**config.mk**
```make
export PLATFORM = sky130hd
export DESIGN_NAME = if_inst_queue
export DESIGN_NICKNAME = d
export VERILOG_FILES = /design/src/rtl/if_inst_queue_pkg.sv /design/src/rtl/if_inst_queue.sv
export SDC_FILE = /design/constraint.sdc
export NUM_CORES = 1
export LEC_CHECK = 0
export CAP_MARGIN = 20
export CORE_UTILIZATION = 55
export DETAILED_ROUTE_END_ITERATION = 6
export GPL_TIMING_DRIVEN = 0
export HOLD_SLACK_MARGIN = 0.15
export PLACE_DENSITY = 0.77
export SYNTH_ARGS = -nofsm -noshare
export SYNTH_HDL_FRONTEND = slang
export SYNTH_SLANG_ARGS = --single-unit
```
**constraint.sdc**
```tcl
create_clock -name clk -period 7.1 [get_ports clk]
set_clock_uncertainty 0.05 [all_clocks]
set_input_delay 1.775 -clock clk [delete_from_list [all_inputs] [get_ports clk]]
set_output_delay 1.775 -clock clk [all_outputs]
set_load 0.02 [all_outputs]
```
**src/rtl/if_inst_queue_pkg.sv**
```systemverilog
// ============================================================================
//  Module      : if_inst_queue_pkg
//  Description : Shared types and constants for the IF-to-ID instruction queue.
//  Revision    : 1.0  initial release
// ============================================================================
`default_nettype none

`ifndef IqEntryWidth
`define IqEntryWidth 64
`endif

package if_inst_queue_pkg;

    // Both the IF and ID sides move at most this many packets per cycle.
    localparam int unsigned IQ_MAX_PORTS = 2;

    typedef logic [1:0] iq_num_t;

endpackage

`default_nettype wire

```
**src/rtl/if_inst_queue.sv**
```systemverilog
// ============================================================================
//  Module      : if_inst_queue
//  Description : Dual-write, dual-read circular FIFO decoupling IF from ID.
//  Revision    : 1.0  initial release
// ============================================================================
`default_nettype none

module if_inst_queue
    import if_inst_queue_pkg::*;
#(
    parameter int DEPTH   = 8,
    parameter int ENTRY_W = `IqEntryWidth
) (
    input  logic                     clk,
    input  logic                     rst_n,
    input  logic                     line1_in_valid_i,
    input  logic                     line2_in_valid_i,
    input  logic [ENTRY_W-1:0]       line1_in_data_i,
    input  logic [ENTRY_W-1:0]       line2_in_data_i,
    output logic                     now_allowin_o,
    output logic                     line1_out_valid_o,
    output logic                     line2_out_valid_o,
    output logic [ENTRY_W-1:0]       line1_out_data_o,
    output logic [ENTRY_W-1:0]       line2_out_data_o,
    input  logic                     next_allowin_i,
    input  logic                     next_line2_allowin_i,
    input  logic                     excep_flush_i,
    input  logic                     branch_flush_i,
    output logic [$clog2(DEPTH):0]   count_o
);

    localparam int PTR_W = $clog2(DEPTH);
    localparam int CNT_W = PTR_W + 1;

    logic [ENTRY_W-1:0] mem_q [DEPTH];
    logic [PTR_W-1:0]   wr_ptr_q, wr_ptr_d, rd_ptr_q, rd_ptr_d;
    logic [PTR_W-1:0]   wr_ptr_p1, rd_ptr_p1;
    logic [CNT_W-1:0]   count_q, count_d;
    iq_num_t            push_num, pop_num;
    logic               flush;

    assign flush     = excep_flush_i | branch_flush_i;
    assign wr_ptr_p1 = wr_ptr_q + PTR_W'(1);
    assign rd_ptr_p1 = rd_ptr_q + PTR_W'(1);

    // Admission looks only at the registered count so IF never depends on ID's ready.
    assign now_allowin_o     = (CNT_W'(DEPTH) - count_q) >= CNT_W'(IQ_MAX_PORTS);
    assign line1_out_valid_o = (count_q != '0);
    assign line2_out_valid_o = (count_q >= CNT_W'(2));
    assign line1_out_data_o  = line1_out_valid_o ? mem_q[rd_ptr_q]  : '0;
    assign line2_out_data_o  = line2_out_valid_o ? mem_q[rd_ptr_p1] : '0;
    assign count_o           = count_q;

    always_comb begin
        push_num = '0;
        if (line1_in_valid_i && now_allowin_o) begin
            push_num = line2_in_valid_i ? iq_num_t'(2) : iq_num_t'(1);
        end
    end

    always_comb begin
        pop_num = '0;
        if (line1_out_valid_o && next_allowin_i) begin
            pop_num = (line2_out_valid_o && next_line2_allowin_i) ? iq_num_t'(2) : iq_num_t'(1);
        end
    end

    always_comb begin
        wr_ptr_d = wr_ptr_q + PTR_W'(push_num);
        rd_ptr_d = rd_ptr_q + PTR_W'(pop_num);
        count_d  = count_q + CNT_W'(push_num) - CNT_W'(pop_num);
        if (flush) begin
            wr_ptr_d = '0;
            rd_ptr_d = '0;
            count_d  = '0;
        end
    end

    always_ff @(posedge clk or negedge rst_n) begin
        if (!rst_n) begin
            wr_ptr_q <= '0;
            rd_ptr_q <= '0;
            count_q  <= '0;
        end else begin
            wr_ptr_q <= wr_ptr_d;
            rd_ptr_q <= rd_ptr_d;
            count_q  <= count_d;
        end
    end

    // Storage carries no reset; occupancy alone decides what is visible.
    always_ff @(posedge clk) begin
        if (!flush && (push_num != '0)) begin
            mem_q[wr_ptr_q] <= line1_in_data_i;
        end
        if (!flush && (push_num == iq_num_t'(2))) begin
            mem_q[wr_ptr_p1] <= line2_in_data_i;
        end
    end

endmodule

`default_nettype wire

```
==> results.tsv, run 1 <==
stage	metric	value	unit
run_status	outcome	completed	
routing	remaining_drc_errors	0	
routing	wl_per_cell	30.5	µm
finish	nNetsFinal	2382	
pwr	switching_power	3530	µW
timing	worstMarginPinSlew	1.12	ns
timing	hold_viol	0	
timing	setup_slack	0.627	ns
placed_design	portBuffers	269	
global_routing	gr-total-overflow	0	
yosys	yosysMostFrequentCell	edfxtp_1	
critical_path	startpoint_type	register	
timing	fin_crit_sh	91.2	%
global_routing	met3_usage	6.58	%
clock_network	cts_tree	done	
yosys	synth_cell_type_count	44	
routing	drtIter0Drc	2313	
placed_design	gp_congestion	0.849	
clock_network	cts.clk_slew.worst_paths	0.06	ns
timing	rsz0062_at_grt	no	
critical_path	worstSetupEndpointType	output pin	
yosys	syn_inst	1868	
placed_design	dp_hpwl	59500	µm
worst_hold_path	worst_hold_startpoint	wr_ptr_q[0]	
pwr	pwr-share-comb	37.8	%
pwr	p_int	6930	µW
routing	routed_wl	92200	µm
global_routing	grt_usage	32.8	%
finish	num-fill-cells	3803	
clock_network	cts_resized	0	
job	cap_violations	0	
global_routing	grt_use_met2	52.8	%
yosys	async_flop_share	1.92	%
global_routing	grt_pass1_vias	20800	
timing	period_needed	6.47	ns
clock_network	h-tree-depth	2	
placed_design	placed_cells	2911	
yosys	synth.area.top_cells	edfxtp_1 (50%), mux4_2 (19%), mux2_2 (16%)	
yosys	yosysTopAreaCell	edfxtp_1	
yosys	ys_seq_area_share	51.0	%
finish	syn_to_final_growth	20.2	%
yosys	ys_ff_latch	522	
timing	hold-worst-slack	0.610	ns
routing	vias	20000	
routing	dr.pass1.iters	5	
critical_path	worstSetupStartpoint	rd_ptr_q[0]	
pwr	ir_drop	0.232	mV
finish	final_cells	3026	
global_routing	antenna_found_initial	13	
pwr	p_sw_share	33.8	%
clock_network	cts_root_buf	clkbuf_16	
global_routing	grt_max_degree	24	
clock_network	cts_hold_buf	0	
clock_network	cts_buffers	58	
clock_network	cts.sinks	522	
die	die_w	238	µm
timing	maxSlewViolCount	0	
global_routing	grt_pass1_wl	134000	µm
yosys	synth_nets	2020	
yosys	yosysWarningCount	0	
pwr	power_leakage	0.0119	µW
critical_path	worst-path-max-fanout	10	
die	start_util	55.6	%
clock_network	clockBufferDepth	3	
finish	fin_area	0.0368	mm²
pwr	pwr-share-clk	28.3	%
worst_hold_path	hp-class	register to register	
die	core	0.0551	mm²
die	pin_count	271	
yosys	synth_enable_flop_cells	512	
yosys	synth.cell_area	0.0306	mm²
critical_path	critPathArrivalTime	4.65	ns
timing	max_clock_freq	154	MHz
timing	tns	0	ns
yosys	synthFlopType	edfxtp_1	
clock_network	insertion_delay	0.64	ns
critical_path	r2r-start	count_o[0]	
critical_path	worst-setup-path-type	register to output pin	
placed_design	dp_slack	1.44	ns
finish	drive_above_1_share	42.1	%
global_routing	top_usage_layer	met2	
routing	drt-vias-per-instance	6.62	
critical_path	cp.required	5.28	ns
die	die_y	238	µm
timing	max_slew_margin	25.0	%
placed_design	dpl_cell_area	0.0349	mm²
timing	setup_viol	0	
yosys	postSynthAreaPerCell	16.4	µm²
yosys	ys_top_cells_by_count	edfxtp_1 (512), mux2_2 (448), mux4_2 (256), nand2_1 (136), nor2_1 (83)	
die	num_rows	86	
yosys	synth_top_area_share	50.2	%
die	dieArea	0.0566	mm²
pwr	seqPwrFrac	34.0	%
global_routing	grt.met1_usage	44.1	%
pwr	power.density	284	mW/mm²
clock_network	post-cts-setup-buffer-count	0	
routing	ant_nets	0	
[worst max-delay path, cell delays in order, from the launching register on]
cell             delay [ns]
dfrtp_1                0.39
clkbuf_1               0.20
buf_2                  0.39
clkbuf_1               0.79
clkbuf_1               0.75
mux4_2                 0.37
mux2i_1                0.07
nor2_1                 0.35
clkdlybuf4s50_1        0.69
[layout by cell type, fill, tap and decap left out, drive strengths merged, types with 10 or more instances in the layout]
| cell type | synthesis | routed |
|---|---|---|
| inv | 14 | 16 |
| clkdlybuf4s50 | 0 | 269 |
| mux2 | 512 | 512 |
| nor2 | 83 | 83 |
| buf | 82 | 115 |
| mux4 | 256 | 256 |
| clkbuf | 65 | 147 |
| nand2 | 136 | 136 |
| edfxtp | 512 | 512 |
| mux2i | 64 | 64 |
| dfrtp | 10 | 10 |
| clkinv | 1 | 14 |
| ha | 12 | 12 |
| a21oi | 67 | 67 |
[flip-flops by register name, summed over array words and instances, names as in the netlist]
register  cells
rd_ptr_q      3
wr_ptr_q      3
count_o       4
mem_q       512
[final cells by class]
cell class	instances	area, µm²	area share (%)
Buffer	147	762	2.07
Antenna cell	7	17.5	0.0476
Inverter	15	56.3	0.153
Clock inverter	19	198	0.537
Tap cell	748	936	2.54
Sequential cell	522	15600	42.4
Timing Repair Buffer	302	3350	9.11
Multi-Input combinational cell	1184	14300	38.7
Clock buffer	82	1610	4.38
[path summary, 6_finish.rpt]
| path | to | slack (ns) | cells past startpoint |
|---|---|---|---|
| hold reg to reg | wr_ptr_q[0] | 0.61 | 2 |
| min in group asynchronous | count_o[1] | 1.43 | 1 |
| setup reg to reg | count_o[3] | 3.19 | 14 |
| setup / recovery | line1_out_data_o[3] | 0.63 | 8 |
| max in group asynchronous | wr_ptr_q[2] | 5.22 | 1 |
| hold / removal | wr_ptr_q[0] | 0.61 | 2 |
[per-stage QoR]
| stage | power, µW | utilization (%) |
|---|---|---|
| after floorplan | 5760 | - |
| after global placement | 7440 | 62.2 |
| after detailed placement | 7510 | 63.3 |
| after CTS | 10400 | 66.6 |
| after global routing | 10800 | 66.8 |
| final | 10500 | 66.8 |
[power groups by stage]
stage | Clock [µW] | Combinational [µW] | Sequential (µW)
floorplan | 0 | 2150 | 3610
global placement | 0 | 3810 | 3630
CTS | 2970 | 3920 | 3550
detailed placement | 0 | 3890 | 3620
finish | 2950 | 3950 | 3560
global route | 3070 | 4130 | 3560
[kinds of logic (layout without fill, tap and decap cells)]
logic type / count (synthesis) / after routing / share of synthesized area [%]
compound gates: 81 / 81 / 1.48
simple gates: 247 / 247 / 3.40
xor+xnor: 8 / 8 / 0.229
fa+ha+maj: 16 / 16 / 0.751
buf+inv: 162 / 565 / 2.67
flops: 522 / 522 / 51.0
other cells: 0 / 7 / 0
mux: 832 / 832 / 40.5
[per-layer routing]
metal / vias up / routed length [µm]
met4: 12 / 3040
met2: 1168 / 44500
li1: 8301 / -
met1: 10300 / 35300
met3: 211 / 9270
met5: - / 86
Power figures use the tool's default switching activity.
==> run 2: changes to the inputs <==
--- a/config.mk
+++ b/config.mk
@@ -10,7 +10,7 @@
 export DETAILED_ROUTE_END_ITERATION = 6
 export GPL_TIMING_DRIVEN = 0
 export HOLD_SLACK_MARGIN = 0.15
-export PLACE_DENSITY = 0.77
+export PLACE_DENSITY_LB_ADDON = 0.3
 export SYNTH_ARGS = -nofsm -noshare
 export SYNTH_HDL_FRONTEND = slang
 export SYNTH_SLANG_ARGS = --single-unit
==> results.tsv, run 2 (synthesized netlist as in run 1, its figures left out) <==
stage	metric	value	unit
run_status	outcome	completed	
critical_path	worstSetupEndpointType	output pin	
critical_path	worstSetupStartpoint	rd_ptr_q[0]	
critical_path	crit_path_frequent_cell	clkbuf_1	
critical_path	cp_slowest_cell	clkbuf_1	
timing	maxSlewViolCount	0	
clock_network	cts.sinks	522	
finish	num-fill-cells	3896	
die	dieArea	0.0566	mm²
routing	ant_nets	0	
pwr	power	10500	µW
die	die_y	238	µm
placed_design	gp_congestion	0.824	
clock_network	cts.clk_slew.worst_paths	0.06	ns
finish	layout_common_cells	edfxtp_1 (512), mux2_2 (448), clkdlybuf4s50_1 (269)	
critical_path	startpoint_type	register	
timing	max_slew_margin	24.6	%
finish	final_common_cell	edfxtp_1	
timing	setup_slack	0.718	ns
routing	routed_wl	90000	µm
routing	remaining_drc_errors	0	
die	pin_count	271	
clock_network	cts_hold_buf	0	
global_routing	gr-total-overflow	0	
clock_network	clockBufferDepth	3	
pwr	switching_power	3480	µW
routing	wl_per_cell	29.8	µm
routing	drtIter0Drc	2324	
critical_path	slowest_delay	0.76	ns
timing	setup_viol	0	
pwr	p_int	7050	µW
pwr	pwr-share-comb	37.2	%
die	start_util	55.6	%
placed_design	dp_slack	1.50	ns
die	num_rows	86	
placed_design	portBuffers	269	
job	cap_violations	0	
clock_network	h-tree-depth	2	
timing	period_needed	6.38	ns
critical_path	worst-setup-path-type	register to output pin	
global_routing	grt_max_degree	25	
critical_path	r2r-start	count_o[0]	
finish	regMostFlops	mem_q	
die	die_w	238	µm
worst_hold_path	holdPathStages	2	
die	core	0.0551	mm²
clock_network	cts_resized	0	
clock_network	post-cts-setup-buffer-count	0	
critical_path	rrSetupSlack	3.02	ns
critical_path	critPathArrivalTime	4.56	ns
critical_path	crit_chain	clkbuf_1, buf_2, clkbuf_1, clkbuf_1, mux4_2, mux2i_1, nor2_1, clkdlybuf4s50_1	
pwr	ir_drop	0.216	mV
timing	rsz0062_at_grt	no	
clock_network	insertion_delay	0.62	ns
finish	nNetsFinal	2375	
timing	hold_viol	0	
critical_path	reg2reg_to	mem_q[5][44]	
pwr	p_sw_share	33.1	%
pwr	pwr-share-clk	29.1	%
placed_design	dp_hpwl	57900	µm
critical_path	r2r_cells	9	
timing	worstMarginPinSlew	1.13	ns
worst_hold_path	worst_hold_startpoint	rd_ptr_q[0]	
routing	drt-vias-per-instance	6.59	
critical_path	cp.required	5.28	ns
worst_hold_path	worstHoldEndpoint	rd_ptr_q[0]	
pwr	power_leakage	0.0119	µW
routing	vias	19900	
finish	syn_to_final_growth	20.1	%
finish	drive_above_1_share	41.9	%
global_routing	grt_pass1_wl	131000	µm
critical_path	worst-path-max-fanout	10	
routing	dr.pass1.iters	6	
worst_hold_path	hp-class	register to register	
clock_network	cts_buffers	56	
pwr	power.density	286	mW/mm²
timing	fin_crit_sh	89.9	%
timing	tns	0	ns
finish	largest_reg_flops	512	
clock_network	cts_root_buf	clkbuf_16	
timing	max_clock_freq	157	MHz
pwr	seqPwrFrac	33.7	%
global_routing	antenna_found_initial	12	
global_routing	grt_pass1_vias	20600	
global_routing	grt_usage	32.0	%
clock_network	cts_tree	done	
[run 2: metrics by stage]
step,hold WS [ns],instance area (µm²),cells,utilization (%)
floorplan,0.551,30600,1868,-
global placement,0.572,34300,2885,62.2
detailed placement,0.581,34900,2910,63.3
CTS,0.595,36700,3012,66.7
global route,0.641,36800,3017,66.8
finish,0.592,36800,3024,66.8
[run 2: layout make-up]
class	count	area, µm²	share of cell area [%]
Sequential cell	522	15600	42.5
Multi-Input combinational cell	1184	14300	38.7
Timing Repair Buffer	297	3260	8.87
Clock buffer	80	1520	4.14
Tap cell	748	936	2.54
Buffer	147	762	2.07
Clock inverter	22	353	0.959
Inverter	15	56.3	0.153
Antenna cell	9	22.5	0.0612
[run 2: worst max-delay path by stage]
stage               cells past startpoint                    to
floorplan                               5           mem_q[1][0]
global placement                        4           mem_q[4][8]
detailed placement                      8   line1_out_data_o[3]
CTS                                     8  line1_out_data_o[33]
global route                            8   line1_out_data_o[1]
finish                                  8   line1_out_data_o[1]
[run 2: critical path, delay by kind of cell (launching register included)]
kind / cells / cell delay [ns]
and+or+nand+nor: 1 / 0.32
buffers and inverters: 5 / 2.81
DFF: 1 / 0.37
muxes: 2 / 0.42
[run 2: power by group through the flow]
stage | logic (µW) | clock network [µW] | registers [µW]
2_1_floorplan | 2150 | 0 | 3610
3_3_place_gp | 3790 | 0 | 3620
3_5_place_dp | 3880 | 0 | 3610
4_1_cts | 3900 | 3070 | 3550
5_1_grt | 4110 | 3170 | 3560
6_report | 3920 | 3060 | 3550
[run 2: routing by layer]
metal  vias up  global-route usage, %  share of wire [%]  wire length (µm)
met5         -                      0              0.076                68
met4        10                   11.3                2.9              2570
met3       182                   7.16                 10              9060
met2      1119                   52.4                 49             44100
met1     10300                   42.3                 38             34200
li1       8277                      -                  -                 -
==> run 3: changes to the inputs <==
--- a/config.mk
+++ b/config.mk
@@ -6,7 +6,7 @@
 export NUM_CORES = 1
 export LEC_CHECK = 0
 export CAP_MARGIN = 20
-export CORE_UTILIZATION = 55
+export CORE_UTILIZATION = 31
 export DETAILED_ROUTE_END_ITERATION = 6
 export GPL_TIMING_DRIVEN = 0
 export HOLD_SLACK_MARGIN = 0.15
==> results.tsv, run 3 (synthesized netlist as in run 1, its figures left out) <==
stage	metric	value	unit
run_status	outcome	completed	
die	die_y	316	µm
timing	setup_slack	0.361	ns
placed_design	dp_hpwl	71500	µm
placed_design	gp_congestion	0.778	
die	die_w	316	µm
worst_hold_path	hp-class	register to register	
finish	layout_common_cells	edfxtp_1 (512), mux2_2 (448), clkdlybuf4s50_1 (269)	
global_routing	grt_usage	20.8	%
critical_path	cp.required	5.28	ns
critical_path	crit_family	buffers and inverters	
routing	dr.pass1.iters	5	
timing	hold-worst-slack	0.602	ns
critical_path	worstSetupEndpointType	output pin	
routing	drtIter0Drc	1864	
pwr	power.density	280	mW/mm²
clock_network	cts.sinks	522	
clock_network	cts_buffers	59	
timing	worstMarginPinSlew	1.28	ns
routing	vias	19600	
critical_path	startpoint_type	register	
routing	wl_per_cell	29.3	µm
critical_path	worst-setup-path-type	register to output pin	
finish	drive_above_1_share	42.4	%
finish	fin_area	0.0376	mm²
clock_network	cts_tree	done	
timing	period_needed	6.74	ns
critical_path	crit_chain	clkbuf_1, buf_2, clkbuf_1, clkbuf_1, mux4_2, mux2i_1, nor2_1, clkdlybuf4s50_1	
timing	rsz0062_at_grt	no	
finish	nNetsFinal	2393	
timing	tns	0	ns
routing	ant_nets	0	
clock_network	h-tree-depth	2	
timing	setup_viol	0	
timing	fin_crit_sh	94.9	%
critical_path	worst-path-max-fanout	10	
die	pin_count	271	
placed_design	dp_slack	0.977	ns
placed_design	dpl_cell_area	0.0357	mm²
placed_design	portBuffers	269	
global_routing	grt_pass1_wl	149000	µm
clock_network	cts.clk_slew.worst_paths	0.06	ns
critical_path	crit_buf_inv	5	
die	start_util	31.5	%
global_routing	grt_max_degree	23	
die	num_rows	114	
timing	max_clock_freq	148	MHz
pwr	power_leakage	0.0120	µW
finish	regMostFlops	mem_q	
job	cap_violations	0	
clock_network	clockBufferDepth	3	
critical_path	critPathArrivalTime	4.91	ns
finish	largest_reg_flops	512	
critical_path	slowest_delay	0.89	ns
pwr	ir_drop	0.203	mV
timing	hold_viol	0	
finish	utilization	38.7	%
finish	syn_to_final_growth	22.8	%
clock_network	cts_root_buf	clkbuf_16	
routing	remaining_drc_errors	0	
critical_path	cp_slowest_cell	clkbuf_1	
global_routing	grt_pass1_vias	21000	
die	core	0.0973	mm²
clock_network	post-cts-setup-buffer-count	0	
routing	drt-vias-per-instance	5.51	
routing	routed_wl	105000	µm
timing	maxSlewViolCount	0	
clock_network	cts_resized	0	
critical_path	crit_path_frequent_cell	clkbuf_1	
timing	max_slew_margin	14.7	%
global_routing	gr-total-overflow	0	
finish	final_common_cell	edfxtp_1	
global_routing	antenna_found_initial	11	
clock_network	cts_hold_buf	0	
die	dieArea	0.100	mm²
clock_network	insertion_delay	0.63	ns
-- run 3: cell count changes in the layout (fill, tap and decap cells not counted), sizes merged --
cell / delta
clkinv: +9
clkbuf: -5
inv: +3
clkinvlp: +2
buf: +15
diode: -6
bufinv: -8
-- run 3: final cells by class --
cell class / count / area (µm²)
Sequential cell: 522 / 15600
Inverter: 15 / 56.3
Tap cell: 1276 / 1600
Fill cell: 9041 / 59700
Antenna cell: 3 / 7.51
Timing Repair Buffer: 312 / 3540
Multi-Input combinational cell: 1184 / 14300
Clock inverter: 28 / 190
Clock buffer: 75 / 1580
Buffer: 147 / 762
-- run 3: report_power, final --
| part | switching (µW) | total [µW] | internal, µW |
|---|---|---|---|
| sequential | 52.7 | 3550 | 3500 |
| combinational | 2360 | 4090 | 1730 |
| clock | 1280 | 2910 | 1620 |
| total | 3690 | 10500 | 6850 |
-- run 3: per-layer routing --
| layer | vias up | part of all wire (%) | global-route usage [%] |
|---|---|---|---|
| li1 | 8319 | - | - |
| met1 | 10400 | 41 | 27.3 |
| met2 | 784 | 49 | 34.9 |
| met3 | 170 | 7.0 | 3.83 |
| met4 | 18 | 2.5 | 5.78 |
| met5 | - | 0.11 | 0 |
-- run 3: final timing paths --
kind / startpoint / end / slack, ns / depth (start not counted)
max: rd_ptr_q[0] / line1_out_data_o[3] / 0.36 / 8
min: wr_ptr_q[0] / wr_ptr_q[0] / 0.60 / 2
max reg2reg: count_o[1] / mem_q[1][48] / 3.12 / 9
min reg2reg: wr_ptr_q[0] / wr_ptr_q[0] / 0.60 / 2
max in group asynchronous: rst_n / wr_ptr_q[0] / 5.20 / 1
min in group asynchronous: rst_n / count_o[3] / 1.44 / 1
-- run 3: worst register-to-register path: stages (launching register included) --
cell and delay [ns]:
dfrtp_1 0.48, inv_1 0.14, ha_1 0.22, nor2b_1 0.14
o2111a_2 0.34, clkinv_1 0.17, nand3_1 0.61, nor2_4 0.99
buf_12 0.30, buf_16 0.21
-- run 3: stage by stage --
step / total power [µW] / cells
5_1_grt: 10900 / 3559
4_1_cts: 10600 / 3549
6_report: 10500 / 3562
3_3_place_gp: 7640 / 3413
3_5_place_dp: 7710 / 3446
2_1_floorplan: 5760 / 1868
